===== config.mk =====
export PLATFORM = sky130hd
export DESIGN_NAME = fetch_stage
export DESIGN_NICKNAME = d
export VERILOG_FILES = /design/src/rtl/fetch_stage.sv
export SDC_FILE = /design/constraint.sdc
export NUM_CORES = 1
export LEC_CHECK = 0
export ABC_AREA = 1
export CAP_MARGIN = 40
export CORE_MARGIN = 2
export CORE_UTILIZATION = 52
export DETAILED_ROUTE_END_ITERATION = 12
export PLACE_DENSITY = 0.86
export SYNTH_ARGS = -nofsm -noshare
export SYNTH_HDL_FRONTEND = slang
export SYNTH_SLANG_ARGS = --single-unit

===== constraint.sdc =====
create_clock -name clk -period 4.7 [get_ports clk]
set_input_delay 0.47 -clock clk [delete_from_list [all_inputs] [get_ports clk]]
set_output_delay 0.47 -clock clk [all_outputs]
set_load 0.01 [all_outputs]

===== src/rtl/fetch_stage.sv =====
// rtl/fetch_stage.sv - instruction fetch stage with single outstanding imem request and IF/ID register
module fetch_stage #(
    parameter logic [31:0] RESET_PC = 32'h00000000
) (
    input  logic        clk,
    input  logic        reset,
    input  logic        stallFE,
    input  logic        stallID,
    input  logic        pcSrcID,
    input  logic [31:0] branchTargetID,
    output logic        imemReq,
    output logic [31:0] imemAddr,
    input  logic        imemValid,
    input  logic [31:0] imemData,
    output logic [31:0] instrID,
    output logic [31:0] pcPlus4ID,
    output logic        validID,
    output logic [31:0] pcFE
);

    typedef enum logic [1:0] {
        FETCH = 2'd0,
        WAIT  = 2'd1,
        HOLD  = 2'd2
    } state_t;

    state_t      state;
    state_t      nextState;
    logic [31:0] pcReg;
    logic [31:0] reqAddr;
    logic [31:0] bufWord;
    logic [31:0] instrReg;
    logic [31:0] pc4Reg;
    logic        validReg;
    logic        discard;

    logic        stall;
    logic        redirect;
    logic        issue;
    logic        deliver;
    logic        capture;
    logic        nextDiscard;
    logic [31:0] deliverWord;
    logic [31:0] pcPlus4;

    // Both hazard stalls freeze the front end identically; a redirect only counts when not stalled.
    assign stall    = stallFE | stallID;
    assign redirect = pcSrcID & ~stall;
    assign pcPlus4  = pcReg + 32'd4;

    // Next-state, request issue and delivery decisions.
    always_comb begin
        nextState   = state;
        nextDiscard = discard;
        issue       = 1'b0;
        deliver     = 1'b0;
        capture     = 1'b0;
        deliverWord = imemData;
        case (state)
            FETCH: begin
                if (!stall && !pcSrcID) begin
                    issue     = 1'b1;
                    nextState = WAIT;
                end
            end
            WAIT: begin
                if (imemValid) begin
                    if (discard || redirect) begin
                        nextDiscard = 1'b0;
                        nextState   = FETCH;
                    end else if (stall) begin
                        capture   = 1'b1;
                        nextState = HOLD;
                    end else begin
                        deliver   = 1'b1;
                        nextState = FETCH;
                    end
                end else if (redirect) begin
                    nextDiscard = 1'b1;
                end
            end
            HOLD: begin
                if (redirect) begin
                    nextState = FETCH;
                end else if (!stall) begin
                    deliver     = 1'b1;
                    deliverWord = bufWord;
                    nextState   = FETCH;
                end
            end
            default: begin
                nextState = FETCH;
            end
        endcase
    end

    // The request address is latched at issue so a redirect during WAIT cannot disturb it.
    assign imemReq   = issue & ~reset;
    assign imemAddr  = (state == FETCH) ? pcReg : reqAddr;
    assign instrID   = instrReg;
    assign pcPlus4ID = pc4Reg;
    assign validID   = validReg;
    assign pcFE      = pcReg;

    // State, PC, request/buffer registers and the IF/ID register.
    always_ff @(posedge clk) begin
        if (reset) begin
            state    <= FETCH;
            discard  <= 1'b0;
            pcReg    <= RESET_PC;
            reqAddr  <= RESET_PC;
            bufWord  <= 32'd0;
            instrReg <= 32'd0;
            pc4Reg   <= 32'd0;
            validReg <= 1'b0;
        end else begin
            state   <= nextState;
            discard <= nextDiscard;
            if (issue) begin
                reqAddr <= pcReg;
            end
            if (capture) begin
                bufWord <= imemData;
            end
            if (redirect) begin
                pcReg <= {branchTargetID[31:2], 2'b00};
            end else if (deliver) begin
                pcReg <= pcPlus4;
            end
            if (!stall) begin
                if (deliver) begin
                    instrReg <= deliverWord;
                    pc4Reg   <= pcPlus4;
                    validReg <= 1'b1;
                end else begin
                    instrReg <= 32'd0;
                    pc4Reg   <= 32'd0;
                    validReg <= 1'b0;
                end
            end
        end
    end

endmodule


; ---- Word-level counts from Yosys, hierarchy flattened
; Index checks and enable logic that the tools add are counted.
[word_totals]
register_bits = 164
latchBits = 0
ramBits = 0
rom_bits = 0
inputBits = 70
wordCells = 60
n_memories = 0
[classes]
add_sub_neg = 1
n_mul = 0
n_div = 0
magnitude_cmp = 0
n_eq_ne = 6
shifts = 0
mux = 29
bitwise_logic = 5
n_reduce_logical = 10
[op_table]
columns = cell, n
row1 = $mux W32, 7
row2 = $add A32 B3 Y32 const B, 1
row3 = $mux W1, 14
row4 = $mux W2, 6
row5 = $pmux W2 S3, 1
row6 = $reduce_and A3 Y1, 2
row7 = $ne A2 B2 Y1 const B, 2
row8 = $reduce_bool A2 Y1, 2
row9 = $ne A3 B3 Y1 const B, 1
row10 = $and A1 B1 Y1, 2
row11 = $eq A2 B1 Y1 const B, 1
row12 = $eq A2 B2 Y1 const B, 1
row13 = $logic_not A1 Y1, 2
row14 = $logic_not A2 Y1, 1
row15 = $ne A2 B1 Y1 const B, 1
row16 = $not A1 Y1, 2
row17 = $pmux W1 S2, 1
row18 = $reduce_or A2 Y1, 1
row19 = $logic_and A1 B1 Y1, 1
row20 = $logic_or A1 B1 Y1, 1
row21 = $or A1 B1 Y1, 1

; ---- Depth between registers and ports, before layout
[logic_depth]
word_depth = 9
depth_mapped = 11
depth_no_buf = 10

; ---- Worst setup path after synthesis
; OpenSTA, ideal clock, no wires.
[synth_timing]
kind = register -> output
start = register state[0]
end = output port imemReq
t_arrival_ns = 1.340
t_required_ns = 4.230
slack_ns = 2.890
stages_incl_launch_ff = 7
n_path_buf = 2
cell_sequence = dfxtp_1 -> inv_1 -> ha_1 -> clkbuf_1 -> nand3_1 -> clkbuf_1 -> nor2_1
[synth_between]
elab_chain_cells = 3
[synth_lines]
columns = element, line
row1 = start: declaration, 27  ; state_t state;
row2 = start signal: assignment, 117  ; state <= nextState;
row3 = $logic_not A2 Y1, 59  ; case (state)
row4 = $mux W1, 59
row5 = $and A1 B1 Y1, 98  ; assign imemReq = issue & ~reset;
row6 = end: declaration, 11  ; output logic imemReq,
; No other way between the ends.

; ---- Worst setup path after layout
[layout_timing]
start = register state[1]
end = output port imemReq
; The elaborated chain is that of the path after synthesis.

==> flow_metrics.tcl <==
set metrics [dict create \
    outcome "complete, no violations" \
    clock_path_buffers 2 \
    start_util_pct 52.8 \
    rsz0062_at_grt "false" \
    yosys.area.top_type "dfxtp_1" \
    vias 7166 \
    cts_root_buffer "clkbuf_16" \
    nNetsFinal 1260 \
    relSlewSlack_pct 40.6 \
    final_area_um2 9770 \
    cp.required_ns 4.23 \
    synth_area_leaders "dfxtp_1, nand2_1, a21oi_1" \
    postPlaceCellArea_um2 9170 \
    cap_viol_max_count 0 \
    timing.final.max_slew_violations 0 \
    synth-xor-area-share_pct 0.723 \
    post_cts_resized 0 \
    fmax_mhz 300 \
    syn_area_per_cell_um2 7.05 \
    grt_pass1_wl_mm 31.0 \
    io-pin-count 200 \
    critPathKind "register to output port" \
    drt_iter0_drc 455 \
    finalHoldViolations 0 \
    track_usage_pct 26.2 \
    fin_worst_skew_ns 0.00679 \
    yosys.area_share.simple_pct 21.1 \
    syn_area_um2 7270 \
    final_cells 1377 \
    worst-path-buf-inv 4 \
    synth_edf_count 0 \
    place_congestion 0.844 \
    end_kind "output port" \
    port-buffer-count 191 \
    cpPeakStageDelay_ns 0.55 \
    crit_arrival_ns 2.86 \
    routed_wl_mm 19.6 \
    coreArea_um2 13800 \
    postCtsHoldBufs 0 \
    synth_top_area_share_pct 43.5 \
    dp.cells 1347 \
    power.density_nw_per_um2 364 \
    cp_top_family "buffers and inverters" \
    path_cells "inv_1, ha_2, buf_4, nand3_2, buf_4, nor2_1, clkdlybuf4s50_1" \
    areaGrowthSynthToFinish_pct 34.5 \
    dieArea_um2 14900 \
    yosys_warnings 0 \
    ys_async_sr_fraction_pct 0 \
    grt_pass1_vias 6352 \
    post-cts-setup-buffers 0 \
    path_clk_slew_ns 0.06 \
    h-tree-depth 4 \
    finalSetupViolations 0 \
    layout-drive-gt1-share_pct 6.10 \
    peakVddDrop_mv 0.260 \
    synth_top_family_by_area "compound AO/OA/AOI/OAI gates" \
    synth_fa_ha_area_share_pct 0.688 \
    cts_tree "yes" \
    hpwl_mm 13.0 \
    ys_types 36 \
    synthFlopType "dfxtp_1" \
    min_path_type "input pin to register" \
    fin_tns_setup_ns 0 \
    dr.pass1.iters 5 \
    muxShareOfSynthArea_pct 0 \
    startpoint_type "register" \
    viasPerCell 5.20 \
    path_max_fanout 61 \
    die_width_um 122 \
    wl_per_cell_um 14.3 \
    clkLatencyLatePin_ns 0.43 \
    crit_path_frequent_cell "buf_4" \
    period_minus_slack_ns 3.33 \
    grt_max_degree 65 \
    yosys_register_bits 158 \
    tightest_slew_ns 0.889 \
    cts_made_buffers 17 \
    slowest_stage "clkdlybuf4s50_1" \
    die_h_um 122 \
    synth-compound-area-share_pct 23.1 \
    synth_seq_area_share_pct 43.5 \
    drc_errors 0 \
    fp-row-count 43 \
    grt_antenna_before_repair 0 \
    n_antenna_cell 0 \
    period_share_pct 70.8 \
    p_leak_uw 0.00362 \
    postSynthCellCount 1031 \
    overflow 0 \
    clock_sinks 158 \
    ant_nets 0 \
]
-- state kept, by name (all words and copies together), names as in the netlist --
name / cells
reqAddr: 30
state: 2
validID: 1
pcFE: 30
instrID: 32
discard: 1
bufWord: 32
pcPlus4ID: 30
-- final cells by class --
class                           count  area (um^2)
Clock buffer                       18          439
Clock inverter                     12          170
Fill cell                        1154         4000
Inverter                          123          467
Multi-Input combinational cell    689         3350
Sequential cell                   158         3160
Tap cell                          180          225
Timing Repair Buffer              197         1960
-- logic make-up (layout without fill, tap and decap cells) --
group	count (synthesis)	count (layout)
adders and majority gates	4	4
DFF	158	158
buffers and inverters	189	350
other	1	6
AOI/OAI and AO/OA	310	310
and+or+nand+nor	363	363
xor gates and xnor gates	6	6
-- layer usage --
metal | vias to the layer above | part of all wire [%] | track usage, %
li1 | 3652 | - | -
met1 | 3208 | 42 | 33.1
met2 | 267 | 48 | 42.8
met3 | 39 | 7.7 | 7.02
met4 | 0 | 2.3 | 9.84
met5 | - | 0 | 0
-- metrics by stage --
step                      util [%]  hold slack, ns  total power, uW  setup slack [ns]
after global routing          71.0           0.225             3720              1.19
after floorplan                  -           0.424             1920              2.89
final                         71.0           0.228             3560              1.37
after detailed placement      66.5           0.439             2150              1.69
after CTS                     71.0           0.216             3570              1.34
after global placement        66.4           0.434             2120              1.74
-- power by group --
part	internal, uW	leakage, uW	switching (uW)
clock network	892	0.000289	543
registers	1440	0.00128	58.3
logic	246	0.00205	376
-- layout by cell type, fill, tap and decap left out, drive strengths merged --
master	instances
clkinvlp	4
dfxtp	158
conb	6
o21a	2
nor2	52
o211ai	32
inv	123
nor3	2
nand3	41
a21oi	143
a211oi	1
clkinv	4
o21bai	4
buf	7
and2	2
clkdlybuf4s50	190
clkbuf	18
nand2	264
xor2	1
bufinv	4
or2	2
xnor2	5
ha	4
a31oi	7
o21ai	121
-- path summary, 6_finish.rpt --
kind | cells after the start | endpoint | slack [ns] | startpoint
max | 7 | imemReq | 1.37 | state[1]
min | 2 | validID | 0.23 | reset
max reg2reg | 9 | instrID[1] | 2.23 | state[1]
min reg2reg | 2 | reqAddr[4] | 0.45 | reqAddr[4]
-- cells in the mapped netlist (8+ instances only) --
master	instances
nand2_1	257
dfxtp_1	158
a21oi_1	141
inv_1	117
o21ai_0	116
clkbuf_1	41
nand3_1	41
nor2_1	39
o211ai_1	30
buf_4	12
buf_2	10
nor2_2	8
(Power assumes the default switching activity.)
